File: config.mk
export PLATFORM = sky130hd
export DESIGN_NAME = dsp_wresp_channel
export DESIGN_NICKNAME = d
export VERILOG_FILES = /design/src/rtl/dsp_wresp_channel_fifo.sv /design/src/rtl/dsp_wresp_channel.sv
export SDC_FILE = /design/constraint.sdc
export NUM_CORES = 1
export LEC_CHECK = 0
export ABC_CLOCK_PERIOD_IN_PS = 4700
export BUFFER_PORTS_ARGS = -buffer_cell sky130_fd_sc_hd__buf_2
export CORE_MARGIN = 2
export CORE_UTILIZATION = 57
export DETAILED_ROUTE_END_ITERATION = 12
export HOLD_SLACK_MARGIN = 0.06
export PLACE_DENSITY = 0.83
export SYNTH_ARGS = -nofsm -noshare
export SYNTH_HDL_FRONTEND = slang
export SYNTH_SLANG_ARGS = --single-unit
File: constraint.sdc
create_clock -name ACLK_i -period 4.7 [get_ports ACLK_i]
set_input_delay 0.47 -clock ACLK_i [delete_from_list [all_inputs] [get_ports ACLK_i]]
set_output_delay 0.47 -clock ACLK_i [all_outputs]
set_load 0.005 [all_outputs]
File: src/rtl/dsp_wresp_channel_fifo.sv
// Synchronous FIFO used as the write-ordering queue: holds the slave index of
// every dispatched AW until its B response has been accepted.
module fifo #(
  parameter int DATA_WIDTH = 1,
  parameter int FIFO_DEPTH = 8
) (
  input  logic                  clk,
  input  logic                  rst_n,
  input  logic                  push,
  input  logic [DATA_WIDTH-1:0] push_data,
  input  logic                  pop,
  output logic [DATA_WIDTH-1:0] pop_data,
  output logic                  empty,
  output logic                  full
);

  localparam int PTR_W = (FIFO_DEPTH > 1) ? $clog2(FIFO_DEPTH) : 1;
  localparam int CNT_W = $clog2(FIFO_DEPTH + 1);
  localparam logic [PTR_W-1:0] LAST_PTR  = PTR_W'(FIFO_DEPTH - 1);
  localparam logic [CNT_W-1:0] DEPTH_CNT = CNT_W'(FIFO_DEPTH);

  logic [DATA_WIDTH-1:0] mem_r [FIFO_DEPTH];
  logic [PTR_W-1:0]      wr_ptr_r;
  logic [PTR_W-1:0]      rd_ptr_r;
  logic [CNT_W-1:0]      count_r;
  logic                  push_ok_s;
  logic                  pop_ok_s;

  function automatic logic [PTR_W-1:0] ptr_next(input logic [PTR_W-1:0] ptr);
    return (ptr == LAST_PTR) ? {PTR_W{1'b0}} : ptr + PTR_W'(1);
  endfunction

  // A pop frees a slot in the same cycle, so push at full succeeds only alongside a pop.
  assign pop_ok_s  = pop & ~empty;
  assign push_ok_s = push & (~full | pop_ok_s);
  assign empty     = (count_r == {CNT_W{1'b0}});
  assign full      = (count_r == DEPTH_CNT);
  assign pop_data  = mem_r[rd_ptr_r];

  // Storage array; contents are don't-care until written.
  always_ff @(posedge clk) begin
    if (push_ok_s) begin
      mem_r[wr_ptr_r] <= push_data;
    end
  end

  // Pointers and occupancy.
  always_ff @(posedge clk) begin
    if (!rst_n) begin
      wr_ptr_r <= {PTR_W{1'b0}};
      rd_ptr_r <= {PTR_W{1'b0}};
      count_r  <= {CNT_W{1'b0}};
    end else begin
      if (push_ok_s) begin
        wr_ptr_r <= ptr_next(wr_ptr_r);
      end
      if (pop_ok_s) begin
        rd_ptr_r <= ptr_next(rd_ptr_r);
      end
      case ({push_ok_s, pop_ok_s})
        2'b10:   count_r <= count_r + CNT_W'(1);
        2'b01:   count_r <= count_r - CNT_W'(1);
        default: count_r <= count_r;
      endcase
    end
  end

endmodule

File: src/rtl/dsp_wresp_channel.sv
// Write-response channel of one master port: merges B responses from several
// slave arbiters back into AW dispatch order through a single output register.
module dsp_wresp_channel #(
  parameter int SLV_AMT         = 2,
  parameter int OUTSTANDING_AMT = 8,
  parameter int TRANS_MST_ID_W  = 5,
  parameter int TRANS_WR_RESP_W = 2,
  parameter int SLV_ID_W        = $clog2(SLV_AMT)
) (
  input  logic                                ACLK_i,
  input  logic                                ARESETn_i,
  input  logic [TRANS_MST_ID_W*SLV_AMT-1:0]   sa_BID_i,
  input  logic [TRANS_WR_RESP_W*SLV_AMT-1:0]  sa_BRESP_i,
  input  logic [SLV_AMT-1:0]                  sa_BVALID_i,
  output logic [SLV_AMT-1:0]                  sa_BREADY_o,
  input  logic [SLV_ID_W-1:0]                 AW_slv_id_i,
  input  logic                                AW_shift_en_i,
  output logic                                AW_stall_o,
  output logic [TRANS_MST_ID_W-1:0]           m_BID_o,
  output logic [TRANS_WR_RESP_W-1:0]          m_BRESP_o,
  output logic                                m_BVALID_o,
  input  logic                                m_BREADY_i
);

  logic [SLV_ID_W-1:0]        head_s;
  logic                       fifo_empty_s;
  logic                       fifo_full_s;
  logic                       accept_s;
  logic                       handshake_s;
  logic                       bvalid_sel_s;
  logic [TRANS_MST_ID_W-1:0]  bid_sel_s;
  logic [TRANS_WR_RESP_W-1:0] bresp_sel_s;
  logic [SLV_AMT-1:0]         ready_s;
  logic                       m_bvalid_r;
  logic [TRANS_MST_ID_W-1:0]  m_bid_r;
  logic [TRANS_WR_RESP_W-1:0] m_bresp_r;

  fifo #(
    .DATA_WIDTH (SLV_ID_W),
    .FIFO_DEPTH (OUTSTANDING_AMT)
  ) u_order_fifo (
    .clk       (ACLK_i),
    .rst_n     (ARESETn_i),
    .push      (AW_shift_en_i),
    .push_data (AW_slv_id_i),
    .pop       (handshake_s),
    .pop_data  (head_s),
    .empty     (fifo_empty_s),
    .full      (fifo_full_s)
  );

  // The output register can take a new response when it is empty or draining this cycle.
  assign accept_s    = ~fifo_empty_s & (~m_bvalid_r | m_BREADY_i);
  assign handshake_s = bvalid_sel_s & accept_s;

  // Only the slave named by the FIFO head is offered BREADY; its channel is muxed out.
  always_comb begin
    bvalid_sel_s = 1'b0;
    bid_sel_s    = {TRANS_MST_ID_W{1'b0}};
    bresp_sel_s  = {TRANS_WR_RESP_W{1'b0}};
    ready_s      = {SLV_AMT{1'b0}};
    for (int s = 0; s < SLV_AMT; s++) begin
      if (head_s == SLV_ID_W'(s)) begin
        bvalid_sel_s = sa_BVALID_i[s];
        bid_sel_s    = sa_BID_i[TRANS_MST_ID_W*s +: TRANS_MST_ID_W];
        bresp_sel_s  = sa_BRESP_i[TRANS_WR_RESP_W*s +: TRANS_WR_RESP_W];
        ready_s[s]   = accept_s;
      end else begin
        ready_s[s]   = 1'b0;
      end
    end
  end

  // Master-side B register: loads on a slave handshake, clears when consumed.
  always_ff @(posedge ACLK_i) begin
    if (!ARESETn_i) begin
      m_bvalid_r <= 1'b0;
      m_bid_r    <= {TRANS_MST_ID_W{1'b0}};
      m_bresp_r  <= {TRANS_WR_RESP_W{1'b0}};
    end else if (handshake_s) begin
      m_bvalid_r <= 1'b1;
      m_bid_r    <= bid_sel_s;
      m_bresp_r  <= bresp_sel_s;
    end else if (m_BREADY_i) begin
      m_bvalid_r <= 1'b0;
    end else begin
      m_bvalid_r <= m_bvalid_r;
    end
  end

  assign sa_BREADY_o = ready_s;
  assign AW_stall_o  = fifo_full_s;
  assign m_BVALID_o  = m_bvalid_r;
  assign m_BID_o     = m_bid_r;
  assign m_BRESP_o   = m_bresp_r;

endmodule

==> impl_metrics.tcl, run 1 <==
set metrics [dict create \
    tns_ns 0 \
    worstPathArrival_ns 3.58 \
    grt_pass1_vias 1046 \
    finalClockSkew_ns 0.00937 \
    muxShareOfSynthArea_pct 15.2 \
    syn_avg_cell_area_um2 11.0 \
    place.detailed.hpwl_um 1970 \
    synth_adder_area_share_pct 5.86 \
    antenna_found_initial 0 \
    cts.sinks 29 \
    slew_violations 0 \
    dp_slack_ns 1.36 \
    io_pins 32 \
    grt_util_all_layers_pct 20.3 \
    cts_max_level 2 \
    viasPerCell 5.55 \
    syn_area_um2 1490 \
    ys_seq_area_share_pct 44.2 \
    grt_setup_unrepaired "false" \
    setup-violations-final 0 \
    worstSetupPathType "register to register" \
    grt_max_degree 24 \
    crit_slowest_cell "mux4_2" \
    drive_above_1_share_pct 26.0 \
    wl_per_cell_um 13.3 \
    maxCapViolCount 0 \
    power_density_nw_per_um2 579 \
    numCtsBuffers 5 \
    die_y_um 55.2 \
    clock_latency_ns 0.32 \
    finalCritPeriodShare_pct 71.0 \
    initial_utilization_pct 60.3 \
    die_area_um2 3050 \
    overflow 0 \
    synthCells 136 \
    rows 18 \
    layout_commonest_cell "buf_2" \
    synth.ff_latch_count 29 \
    final_cell_mix "buf_2, dfxtp_1, mux2i_1" \
    syn2layout_area_growth_pct 13.2 \
    synth_top_family_by_area "simple AND/OR/NAND/NOR gates" \
    yosys.area_share.simple_pct 17.9 \
    ys_types 39 \
    post_cts_buffers 0 \
    fmax_ghz 0.300 \
    clk_pin_slew_worst_paths_ns 0.09 \
    p_leak_nw 0.803 \
    ant_nets 0 \
    path_cells "mux2i_1 -> mux4_2 -> mux2i_4 -> nor2_2 -> ha_1 -> xor2_1 -> ha_1 -> a21oi_1 -> xor2_1 -> or3_1 -> a21boi_0" \
    hold_viol 0 \
    cts_hold_buf 0 \
    tightest_slew_ns 0.896 \
    fp.coreArea_um2 2480 \
    vias 1104 \
    root_buffer "clkbuf_4" \
    relSlewSlack_pct 40.2 \
    finish.utilization_pct 68.3 \
    cts_resized 0 \
    wirelength_um 2640 \
    hold_class "primary input to register" \
    crit_path_end_kind "register" \
    final.setup.worst_slack_ns 1.36 \
    drtPass1Iterations 4 \
    status "completed" \
    ys_warn_count 0 \
    total_power_uw 979 \
    cts_max_path_buffers 2 \
    portBuffers 31 \
    drc_errors 0 \
    diodes 0 \
    startpoint_type "register" \
    grt_pass1_wl_um 4270 \
    crit_required_ns 4.95 \
    fin_nets 196 \
    vdd_drop_max_mv 0.514 \
    cp_max_fo 12 \
    syn_nets 164 \
    synth_compound_area_share_pct 10.7 \
    period_minus_slack_ns 3.34 \
    initialDrtViolationCount 14 \
    chipWidth_um 55.2 \
    critPathMaxStageDelay_ns 0.66 \
    cts_tree "done" \
    synthXorXnorAreaFrac_pct 2.35 \
    routabilityCongestion 0.794 \
]
==> final timing paths <==
kind,startpoint,endpoint,slack (ns),depth (start not counted)
worst max-delay path,register,u_order_fifo.count_r[2]$_SDFFE_PN0P_,1.36,11
worst min-delay path,AW_slv_id_i,u_order_fifo.mem_r[5]$_DFFE_PP_,0.41,1
worst max register to register,register,u_order_fifo.count_r[2]$_SDFFE_PN0P_,1.36,11
worst min register to register,u_order_fifo.rd_ptr_r[2]$_SDFFE_PN0P_,register,0.48,2
==> synth_stat cells (all sizes together) <==
cell type,number,area [um2]
dfxtp,21,420
mux2i,18,193
nand2,12,45.0
edfxtp,8,240
ha,7,87.6
nand3,7,35.0
o211a,7,70.1
o21ai,5,28.8
a21oi,4,31.3
buf,4,37.5
nand3b,4,30.0
nor2,4,17.5
nor3b,4,30.0
and2,3,20.0
inv,3,11.3
nor2b,3,18.8
a21boi,2,15.0
clkbuf,2,7.51
nor3,2,10.0
nor4b,2,17.5
xnor2,2,17.5
xor2,2,17.5
a21o,1,7.51
and3b,1,8.76
mux2,1,11.3
mux4,1,22.5
nand4,1,6.26
nor4,1,6.26
o21a,1,7.51
or3,1,6.26
or3b,1,8.76
or4,1,7.51
==> critical path, delay by kind of cell (launching register included) <==
family / cells / cell delay [ns]
and+or+nand+nor: 2 / 0.75
AOI/OAI and AO/OA: 2 / 0.20
xor gates and xnor gates: 2 / 0.33
adders and majority gates: 2 / 0.51
DFF: 1 / 0.44
muxes: 3 / 1.04
==> layout make-up <==
type                       count  area (um2)
clock buffer                   5        37.5
multi-input combinational     98         777
sequential                    29         661
inverter                       3        11.3
clock inverter                 3        12.5
tap                           30        37.5
timing repair buffer          31         155
fill                         216         786
==> where the power goes <==
group | total [mW] | internal [mW] | switching [mW] | leakage, nW
Combinational | 0.456 | 0.218 | 0.238 | 0.529
Clock | 0.136 | 0.0539 | 0.0822 | 0.0300
Sequential | 0.387 | 0.330 | 0.0573 | 0.245
==> per-stage QoR <==
stage,hold WS [ns],instance area (um2),instances
floorplan,0.454,1490,136
global placement,0.472,1640,191
detailed placement,0.477,1640,191
CTS,0.393,1690,199
global route,0.416,1690,199
finish,0.409,1690,199
==> kinds of logic (layout without fill, tap and decap cells) <==
family,count (synthesis),in the layout
AOI/OAI and AO/OA,20,20
xor gates and xnor gates,4,4
adders and majority gates,7,7
buffers and inverters,9,42
DFF,29,29
muxes,20,20
and+or+nand+nor,47,47
==> layer usage <==
| metal | track usage [%] | share of wire (%) | vias to the layer above |
|---|---|---|---|
| met5 | 0 | 0 | - |
| met4 | 8.54 | 0.76 | 0 |
| met3 | 7.26 | 4.4 | 4 |
| met2 | 35.3 | 51 | 18 |
| met1 | 22.4 | 44 | 521 |
| li1 | - | - | 561 |
No activity file was read; power rests on OpenSTA's default activity.
==> inputs of run 2 (changes only) <==
- ABC_CLOCK_PERIOD_IN_PS: 4700 -> 3300
- CORE_UTILIZATION: 57 -> 53
- PLACE_DENSITY: 0.83 -> 0.78
- clock period: 4.7 -> 3.3 ns (I/O delays scaled with it)
==> run 2 against run 1 <==
Die area up 7.0%. Routed wire length grew 8.1%. Fmax grew 13%. Cell count grew 2.0%. Clock power rose to 2.7 times the previous value. Via count grew 1.8%. Setup slack worse by 1.0 ns. Worst hold slack worse by 0.15 ns. Clock skew increased by 0.0021 ns.
==> impl_metrics.tcl, run 2 (synthesis gave the netlist of run 1 again) <==
set metrics [dict create \
    instances_no_fill 203 \
    n_fill_cell 209 \
    cts.sinks 29 \
    finalClockSkew_ns 0.0115 \
    initialDrtViolationCount 46 \
    final.setup.worst_slack_ns 0.348 \
    numCtsBuffers 5 \
    dp_cells 195 \
    vdd_drop_max_mv 0.875 \
    total_power_mw 1.62 \
    hold_class "primary input to register" \
    antenna_found_initial 0 \
    clk_pin_slew_worst_paths_ns 0.10 \
    ant_nets 0 \
    slew_violations 0 \
    hold_viol 0 \
    maxCapViolCount 0 \
    power_density_nw_per_um2 913 \
    tns_ns 0 \
    grt_setup_unrepaired "false" \
    grt.busiest_layer "met2" \
    initial_utilization_pct 55.1 \
    finish.utilization_pct 65.6 \
    drive_above_1_share_pct 29.1 \
    viasPerCell 5.54 \
    wl_per_cell_um 14.0 \
    met3_usage_pct 6.12 \
    worstSetupPathType "register to register" \
    place.detailed.hpwl_um 2140 \
    use_met2_pct 34.6 \
    placed_area_um2 1670 \
    grt_max_degree 24 \
    cp_max_fo 5 \
    finalCritPeriodShare_pct 89.5 \
    period_minus_slack_ns 2.95 \
    cts_max_level 2 \
    layout_commonest_cell "buf_2" \
    rows 19 \
    die_area_um2 3260 \
    p_leak_nw 0.845 \
    fin_nets 199 \
    fp.coreArea_um2 2710 \
    grt_pass1_wl_um 4990 \
    die_y_um 57.1 \
    setup-violations-final 0 \
    cts_max_path_buffers 2 \
    cts_tree "done" \
    diodes 0 \
    io_pins 32 \
    fmax_ghz 0.339 \
    dp_slack_ns 0.241 \
    crit_required_ns 3.55 \
    vias 1124 \
    syn2layout_area_growth_pct 18.9 \
    finish.instance_area_um2 1780 \
    drc_errors 0 \
    grt_util_all_layers_pct 19.9 \
    clock_latency_ns 0.32 \
    tightest_slew_ns 0.375 \
    drtPass1Iterations 4 \
    crit_path_end_kind "register" \
    status "completed" \
    grt_pass1_vias 1103 \
    overflow 0 \
    chipWidth_um 57.1 \
    final_cell_mix "buf_2, dfxtp_1, mux2i_1" \
    grt_util_met1_pct 23.7 \
    relSlewSlack_pct 74.8 \
    worstPathArrival_ns 3.20 \
    startpoint_type "register" \
    wirelength_um 2850 \
    routabilityCongestion 0.856 \
    root_buffer "clkbuf_4" \
    fin_hold_ws_ns 0.262 \
    portBuffers 31 \
    cts_hold_buf 0 \
]
[run 2: cell type report]
| cell class | count | area, um2 | area share, % |
|---|---|---|---|
| Tap cell | 31 | 38.8 | 2.18 |
| Sequential cell | 29 | 662 | 37.3 |
| Inverter | 3 | 11.3 | 0.634 |
| Clock buffer | 5 | 37.5 | 2.11 |
| Multi-Input combinational cell | 98 | 785 | 44.2 |
| Timing Repair Buffer | 34 | 178 | 10.0 |
| Clock inverter | 3 | 65.1 | 3.66 |
[run 2: layer usage]
layer / routed length, um / up-vias / share of wire (%)
li1: - / 567 / -
met1: 1200 / 544 / 42
met2: 1540 / 11 / 54
met3: 86 / 2 / 3.0
met4: 17 / 0 / 0.60
met5: 0 / - / 0
[run 2: worst max-delay path, stage by stage (launching register included)]
cell	delay [ns]
dfxtp_2	0.36
mux2i_1	0.11
mux4_2	0.52
mux2i_4	0.24
o21ai_4	0.23
inv_1	0.10
ha_1	0.26
xor2_1	0.17
ha_1	0.19
a21oi_1	0.14
xor2_1	0.09
or3_1	0.30
a21boi_0	0.16
[run 2: worst paths after layout]
| path | start | endpoint | slack [ns] | cells past startpoint |
|---|---|---|---|---|
| max | register | u_order_fifo.count_r[2]$_SDFFE_PN0P_ | 0.35 | 12 |
| min reg2reg | m_BRESP_o[0]$_SDFFE_PN0N_ | m_BRESP_o[0]$_SDFFE_PN0N_ | 0.50 | 1 |
| max reg2reg | register | u_order_fifo.count_r[2]$_SDFFE_PN0P_ | 0.35 | 12 |
| min | AW_slv_id_i | u_order_fifo.mem_r[1]$_DFFE_PP_ | 0.26 | 1 |
[run 2: where the power goes]
group | leakage (nW) | switching, mW | internal (mW)
clock | 0.0552 | 0.127 | 0.235
sequential | 0.245 | 0.0829 | 0.471
combinational | 0.545 | 0.362 | 0.345
[run 2: what timing repair did]
| action | in CTS | in global routing |
|---|---|---|
| gates resized for setup | 0 | 2 |
| buffers inserted | 0 | 0 |
| endpoints found under the setup margin | 0 | 1 |
==> inputs of run 3 (changes only) <==
- PLACE_DENSITY: 0.78 -> unset
- PLACE_DENSITY_LB_ADDON: unset -> 0.25
==> run 3 against run 2 <==
Fmax decreased by 4.3%. Setup slack got worse by 0.13 ns. Critical endpoint unchanged. Power decreased by 9.6%. Largest cell class unchanged. Clock power fell by 39%. Critical path type unchanged. Sequential power is essentially flat. Highest routed layer unchanged. Utilization is 1.9 points lower. Global-route usage increased by 0.48 points. Routed wire length fell by 1.2%. Die area did not move. Register-to-register slack got worse by 0.13 ns. Critical path depth is the same. Clock skew shrank 0.0038 ns.
==> impl_metrics.tcl, run 3 (synthesis gave the netlist of run 1 again) <==
set metrics [dict create \
    status "completed" \
    portBuffers 31 \
    grt_util_all_layers_pct 20.4 \
    hold_viol 0 \
    ant_nets 0 \
    cp_max_fo 5 \
    cts_tree "done" \
    drive_above_1_share_pct 27.3 \
    reg2reg_slack_ns 0.22 \
    diodes 0 \
    wl_per_cell_um 13.9 \
    initial_utilization_pct 55.1 \
    root_buffer "clkbuf_4" \
    instances_no_fill 203 \
    finalClockSkew_ns 0.00772 \
    finish.instance_area_um2 1720 \
    clock_latency_ns 0.33 \
    p_switching_uw 549 \
    placed_area_um2 1670 \
    fp.coreArea_um2 2710 \
    routabilityCongestion 0.762 \
    setup-violations-final 0 \
    dp_cells 195 \
    p_int_uw 917 \
    grt_pass1_wl_um 5020 \
    tightest_slew_ns 0.388 \
    p_leak_nw 0.821 \
    syn2layout_area_growth_pct 15.4 \
    grt_pass1_vias 1161 \
    clk_pin_slew_worst_paths_ns 0.09 \
    overflow 0 \
    worstSetupPathType "register to register" \
    cts_hold_buf 0 \
    fin_nets 199 \
    tns_ns 0 \
    final_cell_mix "buf_2, dfxtp_1, mux2i_1" \
    seqPwrFrac_pct 37.7 \
    crit_required_ns 3.54 \
    relSlewSlack_pct 73.8 \
    combPwrFrac_pct 47.1 \
    post_cts_buffers 0 \
    layout_commonest_cell "buf_2" \
    grt_max_degree 24 \
    initialDrtViolationCount 32 \
    maxCapViolCount 0 \
    worstPathArrival_ns 3.33 \
    hold_class "primary input to register" \
    cts.sinks 29 \
    slew_violations 0 \
    startpoint_type "register" \
    pwr-share-clk_pct 15.2 \
    viasPerCell 5.62 \
    grt_setup_unrepaired "false" \
    drtPass1Iterations 5 \
    period_minus_slack_ns 3.08 \
    cts_resized 0 \
    cts_max_path_buffers 2 \
    final.setup.worst_slack_ns 0.217 \
    die_y_um 57.1 \
    antenna_found_initial 0 \
    die_area_um2 3260 \
    numCtsBuffers 5 \
    place.detailed.hpwl_um 2150 \
    power_density_nw_per_um2 850 \
    rows 19 \
    swShare_pct 37.5 \
    io_pins 32 \
    dp_slack_ns 0.216 \
    drc_errors 0 \
    n_fill_cell 241 \
    chipWidth_um 57.1 \
    crit_path_end_kind "register" \
    finalCritPeriodShare_pct 93.4 \
    fmax_ghz 0.324 \
    wirelength_um 2820 \
    cts_max_level 2 \
    vias 1141 \
    vdd_drop_max_mv 0.669 \
]
-- run 3: metal layers --
metal	up-vias	wire length [um]	track usage [%]
li1	568	-	-
met1	542	1160	22.8
met2	22	1470	34.0
met3	9	118	7.48
met4	0	62	10.3
met5	-	0	0
-- run 3: final cells by class --
type	instances	area, um2	area share, %
Multi-Input combinational cell	98	777	45.1
Clock buffer	8	58.8	3.41
Inverter	3	11.3	0.653
Timing Repair Buffer	34	178	10.3
Tap cell	31	38.8	2.25
Sequential cell	29	661	38.3
-- run 3: final timing paths --
kind / from / to / depth (start not counted)
max: register / u_order_fifo.count_r[2]$_SDFFE_PN0P_ / 12
min: AW_slv_id_i / u_order_fifo.mem_r[6]$_DFFE_PP_ / 1
max reg2reg: register / u_order_fifo.count_r[2]$_SDFFE_PN0P_ / 12
min reg2reg: u_order_fifo.rd_ptr_r[2]$_SDFFE_PN0P_ / register / 2
-- run 3: metrics by stage --
stage               total power, mW  hold slack (ns)  utilization, %
floorplan                      1.07            0.429               -
global placement               1.22            0.467            61.4
detailed placement             1.25            0.481            61.4
CTS                            1.48            0.251            63.6
global route                   1.58            0.257            63.6
finish                         1.47            0.262            63.6
-- run 3: power groups by stage --
stage	Clock, mW	Sequential [mW]	Combinational, mW
2_1_floorplan	0	0.537	0.535
3_3_place_gp	0	0.552	0.668
3_5_place_dp	0	0.560	0.694
4_1_cts	0.228	0.553	0.697
5_1_grt	0.246	0.568	0.766
6_report	0.222	0.553	0.691
-- run 3: critical path, stage by stage (launching register included) --
cell,delay [ns]
dfxtp_1,0.44
mux2i_1,0.10
mux4_2,0.52
mux2i_4,0.23
o21ai_2,0.26
inv_1,0.10
ha_1,0.26
xor2_1,0.17
ha_1,0.19
a21oi_1,0.15
xor2_1,0.10
or3_1,0.30
a21boi_0,0.18
